File: src/rtl/branch_ctrl_pkg.sv
// Shared definitions for the branch resolution controller:
// B-type funct3 encodings, the controller state enum and the default datapath width.
package branch_ctrl_pkg;

  localparam int XLEN_DEFAULT = 32;

  localparam logic [2:0] F3_BEQ  = 3'b000;
  localparam logic [2:0] F3_BNE  = 3'b001;
  localparam logic [2:0] F3_BLT  = 3'b100;
  localparam logic [2:0] F3_BGE  = 3'b101;
  localparam logic [2:0] F3_BLTU = 3'b110;
  localparam logic [2:0] F3_BGEU = 3'b111;

  typedef enum logic [1:0] {
    IDLE     = 2'd0,
    EVAL     = 2'd1,
    REDIRECT = 2'd2,
    FLUSH    = 2'd3
  } br_state_e;

endpackage

File: src/rtl/branch_ctrl_if.sv
// Request channel into the branch controller: one branch/jump op per
// in_valid/in_ready handshake together with its operands.
//   master: issuing stage (drives op, samples in_ready)
//   slave : branch_ctrl  (samples op, drives in_ready)
interface branch_ctrl_if #(
  parameter int XLEN = 32
) ();
  logic            in_valid;
  logic            in_ready;
  logic            is_jal;
  logic            is_jalr;
  logic [2:0]      funct3;
  logic [XLEN-1:0] pc;
  logic [XLEN-1:0] imm;
  logic [XLEN-1:0] rs1_data;
  logic [XLEN-1:0] rs2_data;

  modport master (
    output in_valid, is_jal, is_jalr, funct3, pc, imm, rs1_data, rs2_data,
    input  in_ready
  );

  modport slave (
    input  in_valid, is_jal, is_jalr, funct3, pc, imm, rs1_data, rs2_data,
    output in_ready
  );
endinterface

File: src/rtl/branch_ctrl_cond_eval.sv
// Branch condition evaluator (purely combinational).
//   a_i, b_i   : registered operands
//   funct3_i   : B-type condition; funct3_i[1] selects unsigned compare
//   is_jump_i  : JAL/JALR, always taken, funct3 ignored
//   taken_o    : branch taken
//   illegal_o  : reserved B-type funct3 (010/011); forces not-taken
module branch_ctrl_cond_eval
  import branch_ctrl_pkg::*;
#(
  parameter int XLEN = XLEN_DEFAULT
) (
  input  logic [XLEN-1:0] a_i,
  input  logic [XLEN-1:0] b_i,
  input  logic [2:0]      funct3_i,
  input  logic            is_jump_i,
  output logic            taken_o,
  output logic            illegal_o
);

  logic br_un;
  logic eq;
  logic lt;

  always_comb begin
    br_un     = funct3_i[1];
    eq        = (a_i == b_i);
    lt        = br_un ? (a_i < b_i) : ($signed(a_i) < $signed(b_i));
    taken_o   = 1'b0;
    illegal_o = 1'b0;
    if (is_jump_i) begin
      taken_o = 1'b1;
    end else begin
      case (funct3_i)
        F3_BEQ:          taken_o = eq;
        F3_BNE:          taken_o = !eq;
        F3_BLT, F3_BLTU: taken_o = lt;
        F3_BGE, F3_BGEU: taken_o = !lt;
        default:         illegal_o = 1'b1;
      endcase
    end
  end

endmodule

File: src/rtl/branch_ctrl.sv
// Branch resolution sequencer for the execute stage.
//   clk, rst_n      : core clock, async active-low reset
//   req (slave)     : op handshake + operands, in_ready high only in IDLE
//   kill            : abandon the op in flight / block an accept
//   redirect_valid  : 1-cycle pulse, fetch loads redirect_pc
//   redirect_pc     : branch target
//   link_pc         : pc+4, valid with done
//   flush           : squash younger front-end ops, FLUSH_CYCLES wide
//   done            : 1-cycle pulse, op resolved
//   misalign        : 1-cycle pulse, taken target not word aligned
//   illegal         : 1-cycle pulse, reserved B-type funct3
//   branch_cnt      : resolved ops (wraps)
//   taken_cnt       : redirects issued (wraps)
//
// state    | meaning
// IDLE     | waiting for an op, in_ready=1
// EVAL     | compare registered operands, emit done/link, pick path
// REDIRECT | launch redirect + first flush cycle (visible next cycle)
// FLUSH    | hold flush for the remaining FLUSH_CYCLES-1 cycles
//
// All outputs are registered, so a state's effect shows one cycle later:
// done appears 2 cycles after accept, redirect_valid 3 cycles after accept.
// The final flush cycle overlaps IDLE, which is what gives a taken op an
// issue interval of FLUSH_CYCLES+2.
module branch_ctrl
  import branch_ctrl_pkg::*;
#(
  parameter int XLEN         = XLEN_DEFAULT,
  parameter int FLUSH_CYCLES = 2,
  parameter int CNT_W        = 32
) (
  input  logic             clk,
  input  logic             rst_n,
  branch_ctrl_if.slave     req,
  input  logic             kill,
  output logic             redirect_valid,
  output logic [XLEN-1:0]  redirect_pc,
  output logic [XLEN-1:0]  link_pc,
  output logic             flush,
  output logic             done,
  output logic             misalign,
  output logic             illegal,
  output logic [CNT_W-1:0] branch_cnt,
  output logic [CNT_W-1:0] taken_cnt
);

  localparam int FCNT_W = (FLUSH_CYCLES > 1) ? $clog2(FLUSH_CYCLES) : 1;
  localparam logic [FCNT_W-1:0] FCNT_LOAD = FCNT_W'(FLUSH_CYCLES - 1);

  br_state_e        state_q, state_d;
  logic             is_jal_q, is_jalr_q;
  logic [2:0]       funct3_q;
  logic [XLEN-1:0]  pc_q, imm_q, rs1_q, rs2_q;
  logic [FCNT_W-1:0] fcnt_q, fcnt_d;
  logic             redirect_valid_q, redirect_valid_d;
  logic             flush_q, flush_d;
  logic             done_q, done_d;
  logic             misalign_q, misalign_d;
  logic             illegal_q, illegal_d;
  logic [XLEN-1:0]  redirect_pc_q, redirect_pc_d;
  logic [XLEN-1:0]  link_pc_q, link_pc_d;
  logic [CNT_W-1:0] branch_cnt_q, branch_cnt_d;
  logic [CNT_W-1:0] taken_cnt_q, taken_cnt_d;
  logic             accept, taken, illegal_op;
  logic [XLEN-1:0]  target;

  assign req.in_ready = (state_q == IDLE);
  assign accept       = req.in_valid && req.in_ready && !kill;

  branch_ctrl_cond_eval #(.XLEN(XLEN)) u_cond (
    .a_i       (rs1_q),
    .b_i       (rs2_q),
    .funct3_i  (funct3_q),
    .is_jump_i (is_jal_q || is_jalr_q),
    .taken_o   (taken),
    .illegal_o (illegal_op)
  );

  // JALR drops bit0 before the alignment check on bit1.
  assign target = is_jalr_q ? ((rs1_q + imm_q) & {{(XLEN-1){1'b1}}, 1'b0})
                            : (pc_q + imm_q);

  always_ff @(posedge clk or negedge rst_n) begin
    if (!rst_n) begin
      is_jal_q  <= 1'b0;
      is_jalr_q <= 1'b0;
      funct3_q  <= '0;
      pc_q      <= '0;
      imm_q     <= '0;
      rs1_q     <= '0;
      rs2_q     <= '0;
    end else if (accept) begin
      is_jal_q  <= req.is_jal;
      is_jalr_q <= req.is_jalr;
      funct3_q  <= req.funct3;
      pc_q      <= req.pc;
      imm_q     <= req.imm;
      rs1_q     <= req.rs1_data;
      rs2_q     <= req.rs2_data;
    end
  end

  always_ff @(posedge clk or negedge rst_n) begin
    if (!rst_n) begin
      state_q          <= IDLE;
      fcnt_q           <= '0;
      redirect_valid_q <= 1'b0;
      flush_q          <= 1'b0;
      done_q           <= 1'b0;
      misalign_q       <= 1'b0;
      illegal_q        <= 1'b0;
      redirect_pc_q    <= '0;
      link_pc_q        <= '0;
      branch_cnt_q     <= '0;
      taken_cnt_q      <= '0;
    end else begin
      state_q          <= state_d;
      fcnt_q           <= fcnt_d;
      redirect_valid_q <= redirect_valid_d;
      flush_q          <= flush_d;
      done_q           <= done_d;
      misalign_q       <= misalign_d;
      illegal_q        <= illegal_d;
      redirect_pc_q    <= redirect_pc_d;
      link_pc_q        <= link_pc_d;
      branch_cnt_q     <= branch_cnt_d;
      taken_cnt_q      <= taken_cnt_d;
    end
  end

  always_comb begin
    state_d          = state_q;
    fcnt_d           = (fcnt_q != '0) ? fcnt_q - FCNT_W'(1) : '0;
    flush_d          = (fcnt_q != '0);
    redirect_valid_d = 1'b0;
    done_d           = 1'b0;
    misalign_d       = 1'b0;
    illegal_d        = 1'b0;
    redirect_pc_d    = redirect_pc_q;
    link_pc_d        = link_pc_q;
    branch_cnt_d     = branch_cnt_q;
    taken_cnt_d      = taken_cnt_q;

    case (state_q)
      IDLE: begin
        if (accept) state_d = EVAL;
      end
      EVAL: begin
        done_d       = 1'b1;
        illegal_d    = illegal_op;
        link_pc_d    = pc_q + XLEN'(4);
        branch_cnt_d = branch_cnt_q + CNT_W'(1);
        state_d      = IDLE;
        if (taken) begin
          if (target[1]) begin
            misalign_d = 1'b1;
          end else begin
            redirect_pc_d = target;
            state_d       = REDIRECT;
          end
        end
      end
      REDIRECT: begin
        redirect_valid_d = 1'b1;
        flush_d          = 1'b1;
        fcnt_d           = FCNT_LOAD;
        taken_cnt_d      = taken_cnt_q + CNT_W'(1);
        state_d          = (FLUSH_CYCLES > 1) ? FLUSH : IDLE;
      end
      FLUSH: begin
        // Leave one cycle early: the last flush cycle is already registered.
        if (fcnt_q <= FCNT_W'(1)) state_d = IDLE;
      end
      default: state_d = IDLE;
    endcase

    if (kill) begin
      state_d          = IDLE;
      fcnt_d           = '0;
      flush_d          = 1'b0;
      redirect_valid_d = 1'b0;
      done_d           = 1'b0;
      misalign_d       = 1'b0;
      illegal_d        = 1'b0;
      redirect_pc_d    = redirect_pc_q;
      link_pc_d        = link_pc_q;
      branch_cnt_d     = branch_cnt_q;
      taken_cnt_d      = taken_cnt_q;
    end
  end

  assign redirect_valid = redirect_valid_q;
  assign redirect_pc    = redirect_pc_q;
  assign link_pc        = link_pc_q;
  assign flush          = flush_q;
  assign done           = done_q;
  assign misalign       = misalign_q;
  assign illegal        = illegal_q;
  assign branch_cnt     = branch_cnt_q;
  assign taken_cnt      = taken_cnt_q;

endmodule

File: src/flat_wrapper.sv
// flat-port wrapper written by rule: the top's interface ports become plain ports
module branch_ctrl_flat import branch_ctrl_pkg::*;
#(
  parameter int XLEN         = XLEN_DEFAULT,
  parameter int FLUSH_CYCLES = 2,
  parameter int CNT_W        = 32
)
  (clk, rst_n, kill, redirect_valid, redirect_pc, link_pc, flush, done, misalign, illegal, branch_cnt, taken_cnt, req_in_valid, req_is_jal, req_is_jalr, req_funct3, req_pc, req_imm, req_rs1_data, req_rs2_data, req_in_ready);
  branch_ctrl_if #(.XLEN(XLEN)) req_i ();
  input  logic clk;
  input  logic rst_n;
  input  logic kill;
  output logic redirect_valid;
  output logic [XLEN-1:0] redirect_pc;
  output logic [XLEN-1:0] link_pc;
  output logic flush;
  output logic done;
  output logic misalign;
  output logic illegal;
  output logic [CNT_W-1:0] branch_cnt;
  output logic [CNT_W-1:0] taken_cnt;
  input wire logic [$bits(req_i.in_valid)-1:0] req_in_valid;
  input wire logic [$bits(req_i.is_jal)-1:0] req_is_jal;
  input wire logic [$bits(req_i.is_jalr)-1:0] req_is_jalr;
  input wire logic [$bits(req_i.funct3)-1:0] req_funct3;
  input wire logic [$bits(req_i.pc)-1:0] req_pc;
  input wire logic [$bits(req_i.imm)-1:0] req_imm;
  input wire logic [$bits(req_i.rs1_data)-1:0] req_rs1_data;
  input wire logic [$bits(req_i.rs2_data)-1:0] req_rs2_data;
  output wire logic [$bits(req_i.in_ready)-1:0] req_in_ready;
  assign req_i.in_valid = req_in_valid;
  assign req_i.is_jal = req_is_jal;
  assign req_i.is_jalr = req_is_jalr;
  assign req_i.funct3 = req_funct3;
  assign req_i.pc = req_pc;
  assign req_i.imm = req_imm;
  assign req_i.rs1_data = req_rs1_data;
  assign req_i.rs2_data = req_rs2_data;
  assign req_in_ready = req_i.in_ready;
  branch_ctrl #(.XLEN(XLEN), .FLUSH_CYCLES(FLUSH_CYCLES), .CNT_W(CNT_W)) u_core (.clk(clk), .rst_n(rst_n), .req(req_i), .kill(kill), .redirect_valid(redirect_valid), .redirect_pc(redirect_pc), .link_pc(link_pc), .flush(flush), .done(done), .misalign(misalign), .illegal(illegal), .branch_cnt(branch_cnt), .taken_cnt(taken_cnt));
endmodule
File: config.mk
export PLATFORM = sky130hd
export DESIGN_NAME = branch_ctrl_flat
export DESIGN_NICKNAME = d
export VERILOG_FILES = /design/src/rtl/branch_ctrl_pkg.sv /design/src/rtl/branch_ctrl_if.sv /design/src/rtl/branch_ctrl_cond_eval.sv /design/src/rtl/branch_ctrl.sv /design/src/flat_wrapper.sv
export SDC_FILE = /design/constraint.sdc
export NUM_CORES = 1
export LEC_CHECK = 0
export ABC_CLOCK_PERIOD_IN_PS = 6700
export BUFFER_PORTS_ARGS = -buffer_cell sky130_fd_sc_hd__buf_2
export CORE_AREA = 2 2 179 146
export DETAILED_ROUTE_END_ITERATION = 8
export DIE_AREA = 0 0 181 148
export PLACE_DENSITY_LB_ADDON = 0.08
export SKIP_CTS_REPAIR_TIMING = 1
export SKIP_LAST_GASP = 1
export SYNTH_ARGS = -nofsm -noshare
export SYNTH_HDL_FRONTEND = slang
export SYNTH_HIERARCHICAL = 1
export SYNTH_SLANG_ARGS = --single-unit
File: constraint.sdc
create_clock -name clk -period 6.7 [get_ports clk]
set_input_delay 1.34 -clock clk [delete_from_list [all_inputs] [get_ports clk]]
set_output_delay 1.34 -clock clk [all_outputs]
set_load 0.005 [all_outputs]
# [Word level (Yosys, flattened, before mapping)]
# Cells that the tools add are included.
[totals] ff_bits=268 input_bits=137 out_inout_bits=134 elab_cells=82
[op_classes] add_sub_neg=6 order_cmp=3 eq_ne=11 n_mux=27 n_bitwise=2 reduce_logical=15
[op_table] cell="32-bit by 1-bit adder with 32-bit output, second input constant" count=2
[op_table] cell="32-bit adder" count=2
[op_table] cell="32-bit less-than comparator" count=2
[op_table] cell="32-bit by 3-bit adder with 32-bit output, second input constant" count=1
[op_table] cell="32-bit equality test" count=1
[op_table] cell="32-bit 2-to-1 mux" count=1
[op_table] cell="1-bit 2-to-1 mux" count=19
[op_table] cell="3-bit equality test, second input constant" count=4
[op_table] cell="2-bit 2-to-1 mux" count=5
[op_table] cell="2-bit one-hot mux with 4 select lines" count=1
[op_table] cell="2-bit AND reduction" count=3
[op_table] cell="6-bit OR reduction" count=1
[op_table] cell="2-bit equality test, second input constant" count=2
[op_table] cell="1-bit one-hot mux with 4 select lines" count=1
[op_table] cell="4-bit AND reduction" count=1
[op_table] cell="2-bit OR reduction" count=2
[op_table] cell="3-bit by 1-bit equality test with 1-bit output, second input constant" count=1
[op_table] cell="1-bit logical NOT" count=3
[op_table] cell="3-bit logical NOT" count=1
[op_table] cell="3-bit by 2-bit != test with 1-bit output, second input constant" count=1
[op_table] cell="3-bit != test, second input constant" count=1
[op_table] cell="2-bit by 1-bit equality test with 1-bit output, second input constant" count=1
[op_table] cell="1-bit logical AND" count=2
[op_table] cell="2-bit logical NOT" count=1
[op_table] cell="4 further kinds" count=5

# [Longest topological paths before layout]
[depth] depth_word=8 depth_mapped=15 ltp_nobuf=14

# [Cells and area by module]
# The synthesis kept the hierarchy.
[by_module_without_submodules] mod="branch_ctrl" n_inst=1 cells_per_inst=1342 area_each_um2=14178.6 seq_area_each_um2=6681.4
[by_module_without_submodules] mod="branch_ctrl_cond_eval" n_inst=1 cells_per_inst=120 area_each_um2=862.1 seq_area_each_um2=0.0

# [Worst setup path after synthesis]
# Ideal clock, no wire load.
[synth_timing] path_type="register to register" from="register u_core.rs1_q[23]" to="register u_core.redirect_pc_q[31], in the netlist u_core/redirect_pc[31]" setup_ns=0.082 arrival_time_ns=3.096 t_required_ns=6.618 setup_slack_ns=3.522 path_stages_with_launch=15 path_buffers=1 period_less_slack_ns=3.178 path_cell_list="dfrtp_1 > ha_1 > a21oi_2 > o21ai_1 > a221o_1 > a211o_1 > or3_1 > a311o_1 > and3_1 > clkbuf_1 > nand2_1 > nor4_1 > a31oi_1 > o211ai_1 > a31oi_1"
[synth_via] elab_chain_len=6 elab_cells_between_ends=11 cone_classes="add/sub (1); order compare (2); eq/ne (1); mux (4); reduce/logical (3)"
[synth_lines] item="start, declared" line="branch_ctrl.sv:53" source="logic [XLEN-1:0] pc_q, imm_q, rs1_q, rs2_q;"
[synth_lines] item="start signal, assigned" line="branch_ctrl.sv:98" source="rs1_q <= req.rs1_data;"
[synth_lines] item="32-bit less-than comparator" line="branch_ctrl_cond_eval.sv:27" source="lt = br_un ? (a_i < b_i) : ($signed(a_i) < $signed(b_i));"
[synth_lines] item="1-bit 2-to-1 mux" line="branch_ctrl_cond_eval.sv:27"
[synth_lines] item="1-bit logical NOT" line="branch_ctrl_cond_eval.sv:37" source="F3_BGE, F3_BGEU: taken_o = !lt;"
[synth_lines] item="1-bit one-hot mux with 4 select lines *" line="branch_ctrl_cond_eval.sv:33" source="case (funct3_i)"
[synth_lines] item="1-bit 2-to-1 mux *" line="branch_ctrl_cond_eval.sv:30" source="if (is_jump_i) begin"
[synth_lines] item="net u_core.taken" line="branch_ctrl.sv:64" source="logic accept, taken, illegal_op;"
[synth_lines] item="4-bit AND reduction (no line) *"
[synth_lines] item="end signal, assigned" line="branch_ctrl.sv:124" source="redirect_pc_q <= redirect_pc_d;"
[synth_lines] item="end, declared" line="branch_ctrl.sv:60" source="logic [XLEN-1:0] redirect_pc_q, redirect_pc_d;"
# The timed path passes the listed nets; every way through them passes the cells marked *.
# A chain may end at the register's enable or synchronous reset.

# [Worst setup path after layout]
# Ends and elaborated chain as after synthesis.

==> out/results.txt <==
fin nets: 1957
design area: 0.0176 sq mm
skew final: 0.00816 ns
Worst-Margin Slew: 0.937 ns
Synthesized Nets: 1697
Pins Over Slew Limit: 0
Clock Path Buffers: 3
post-synthesis sequential area ratio: 0.444
layout cells sized above 1: 0.275
Routed WL: 38100 microns
Num CTS Buffers: 28
number of synthesized register bits: 267
synth warn: 6
CTS Sinks: 267
gr usage total: 0.280
Worst-path clk slew: 0.06 ns
Hold Vio Cnt, Final: 0
worst min path class: reg -> reg
global route hottest layer: met2
Sw Ratio: 0.407
register area: 0.00668 sq mm
clock share of power: 0.194
routed len/inst: 18.4 microns
Worst path slowest cell: a311o_1
placed cell area: 0.0167 sq mm
Worst VDD drop: 254 uV
RR Endpoint: u_core/redirect_pc[31]$_DFFE_PN0P_
multi-input logic area: 0.00798 sq mm
Clock Tree Root: clkbuf_16
R2R Path Start: u_core/rs1_q[23]$_DFFE_PN0P_
number of max-cap violations: 0
hold wc startpoint: u_core/branch_cnt[31]$_DFFE_PN0P_
status: finished, final reports clean
Die ar.: 0.0268 sq mm
Net Sw Power: 0.00312 W
setup tns final: 0 ns
critical path's largest stage delay: 0.42 ns
chip width: 181 microns
Leakage Power: 8.43 nW
family with the most delay on the worst path: compound AO/OA/AOI/OAI gates
die height: 148 microns
Post-Synthesis Cells: 1462
Avg Cell Area, Syn: 10.3 sq um
final worst path period need: 3.71 ns
hold endpoint: u_core/branch_cnt[31]$_DFFE_PN0P_
router iterations before antenna repair: 7
Reg2Reg Depth: 13
Syn-to-layout area delta: 17.0%
critical path data arrival time: 4.18 ns
CTS tree: built
crit path max fanout: 12
Synth cell types: 74
r2r setup slk: 2.99 ns
first-pass GRT wire length: 60200 microns
post-DP HPWL: 28400 microns
pin count of the biggest net entering global routing: 144
vias in the first global route: 11500
hold path cells: 1
Buffers & Inverters on Critical Path: 0
Port Buffers: 269
Int Pwr: 0.00455 W
Via-to-Cell Ratio: 5.79
fmax: 0.269 GHz
Post-DRT Antenna Nets: 0
Rows: 52
ys async rst share: 1.00
GR Util met2: 0.457
H-tree Lvls: 1
RSZ-0062 raised after global routing: false
clk_lat worst skew: 0.55 ns
sequential share of power: 0.330
via count: 12000
endpoint class of the critical path: register
Critical Path, Cell by Cell: ha_1, a21oi_2, o21ai_1, a221o_1, a211o_1, or3_1, a311o_1, nand3_1, nor2_1, and3_1, mux2i_1, o211ai_1, a31oi_1
Post-synth EDFFs: 0
CP Data Required Time: 7.16 ns
Iteration-0 DRC Markers: 803
Comb power frac: 0.476
grt met3 use: 0.0493
initial antenna violation count: 1
Initial Util: 0.602
Ports: 271
Pwr Density: 436 mW/mm^2
Slew headroom: 0.375
post-route insts no fill: 2068
grt total ovfl: 0
Syn Std Cell Area: 0.0150 sq mm
final worst path period share: 0.554
crit start category: register
final setup vio count: 0
Placed Cells: 2016
met1 Usage GRT: 0.391
drt drc: 0
Post-synth top flop: dfrtp_1
GP Congestion: 0.942
Core ar.: 0.0250 sq mm
kind of critical path: reg -> reg
Fillers: 1977
cell usage in the layout (no fill, tap or decap), types with 4 or more instances in the layout:
master     count
a211o_1        6
a211oi_1       8
a21o_1        38
a21oi_1      108
a21oi_2        4
a31oi_1       14
and2_1         9
and3_1        30
and4_1         7
buf_2        268
buf_4          6
clkbuf_1       6
clkbuf_16     29
clkbuf_8       4
clkinv_2       9
dfrtp_1      267
ha_1          96
inv_1         55
mux2_2       136
mux2i_1        5
nand2_1      120
nand2b_1       8
nand3_1       52
nand4_1       31
nor2_1        96
nor2b_1        9
nor3_1        27
nor4_1         6
o211ai_1       6
o21a_1        10
o21ai_0       56
o21bai_1       8
or3_1          4
xnor2_1       83
xor2_1        54
synth_stat cells, types with 3 or more instances:
| library cell | count | area share |
|---|---|---|
| a211oi_1 | 8 | 0.0040 |
| mux2i_1 | 5 | 0.0033 |
| mux2_2 | 136 | 0.10 |
| a22oi_1 | 3 | 0.0015 |
| nand4_1 | 31 | 0.013 |
| a21o_1 | 38 | 0.019 |
| o21bai_1 | 8 | 0.0040 |
| clkbuf_1 | 45 | 0.011 |
| nor2b_1 | 9 | 0.0037 |
| xnor2_1 | 83 | 0.048 |
| nand2_1 | 120 | 0.030 |
| a221oi_1 | 3 | 0.0017 |
| nand3_1 | 52 | 0.017 |
| o21ai_0 | 56 | 0.019 |
| o211ai_1 | 6 | 0.0030 |
| inv_1 | 55 | 0.014 |
| a221o_1 | 3 | 0.0020 |
| o21a_1 | 10 | 0.0050 |
| nor4_1 | 6 | 0.0025 |
| a211o_1 | 6 | 0.0035 |
| nand2b_1 | 8 | 0.0033 |
| and2_1 | 9 | 0.0037 |
| or2_2 | 3 | 0.0012 |
| o2111ai_1 | 3 | 0.0017 |
| ha_1 | 96 | 0.080 |
| a31oi_1 | 14 | 0.0058 |
| nor3_1 | 27 | 0.0090 |
| dfrtp_1 | 267 | 0.44 |
| nor2_1 | 96 | 0.024 |
| xor2_1 | 54 | 0.031 |
| or3_1 | 4 | 0.0017 |
| a21oi_1 | 108 | 0.036 |
| and3_1 | 30 | 0.012 |
| and4_1 | 7 | 0.0041 |
| a21oi_2 | 4 | 0.0023 |
registers in the layout, indices dropped and copies added (netlist names):
name / flops
u_core/taken_cnt: 32
u_core/imm_q: 32
u_core/link_pc: 32
u_core/is_jalr_q: 1
u_core/redirect_pc: 31
u_core/rs1_q: 32
u_core/pc_q: 32
u_core/rs2_q: 32
u_core/illegal: 1
u_core/fcnt_q: 1
u_core/misalign: 1
u_core/branch_cnt: 32
u_core/state_q: 2
u_core/flush: 1
u_core/funct3_q: 3
u_core/done: 1
u_core/is_jal_q: 1
final cells by class:
type                    instances  share of cell area
inverters                      55              0.0117
well taps                     324              0.0230
multi-input cells            1093               0.454
clock inverters                12             0.00391
flip-flops and latches        267               0.380
repair buffers                277              0.0819
clock buffers                  39              0.0457
diodes                          1            0.000142
power by group through the flow:
stage,Clock (W),Combinational (W),Sequential (W)
global route,0.00158,0.00403,0.00260
floorplan,0,0.00261,0.00242
detailed placement,0,0.00358,0.00256
CTS,0.00151,0.00361,0.00254
finish,0.00149,0.00365,0.00254
global placement,0,0.00353,0.00254
logic make-up after synthesis:
group | after synthesis | share of synthesized area
mux | 141 | 0.105
fa+ha+maj | 98 | 0.0825
simple gates | 417 | 0.135
xor+xnor | 137 | 0.0798
compound gates | 299 | 0.127
flops | 267 | 0.444
other cells | 1 | 0.000249
buf+inv | 102 | 0.0258
per-layer routing:
metal / share of wire / vias to the layer above
met5: 0 / -
li1: - / 5759
met1: 0.45 / 5798
met4: 0.026 / 0
met2: 0.46 / 356
met3: 0.058 / 64
worst max path at each step:
stage,endpoint,start,cells past startpoint
finish,u_core/redirect_pc[31]$_DFFE_PN0P_,u_core/rs1_q[23]$_DFFE_PN0P_,13
global route,u_core/redirect_pc[31]$_DFFE_PN0P_,u_core/rs1_q[21]$_DFFE_PN0P_,13
CTS,u_core/redirect_pc[31]$_DFFE_PN0P_,u_core/rs1_q[23]$_DFFE_PN0P_,13
detailed placement,u_core/branch_cnt[31]$_DFFE_PN0P_,kill,9
global placement,u_core/branch_cnt[31]$_DFFE_PN0P_,kill,9
floorplan,u_core/redirect_pc[31]$_DFFE_PN0P_,u_core/rs1_q[23]$_DFFE_PN0P_,14
metrics by stage:
stage | total power, W | util | setup slack, ns | hold slack, ns
after floorplan | 0.00503 | - | 3.52 | 0.463
after global placement | 0.00607 | 0.669 | 2.99 | 0.453
after detailed placement | 0.00614 | 0.669 | 2.85 | 0.452
after CTS | 0.00767 | 0.704 | 3.05 | 0.465
after global routing | 0.00822 | 0.704 | 2.84 | 0.498
final | 0.00768 | 0.704 | 2.99 | 0.459
Power figures use the tool's default switching activity.
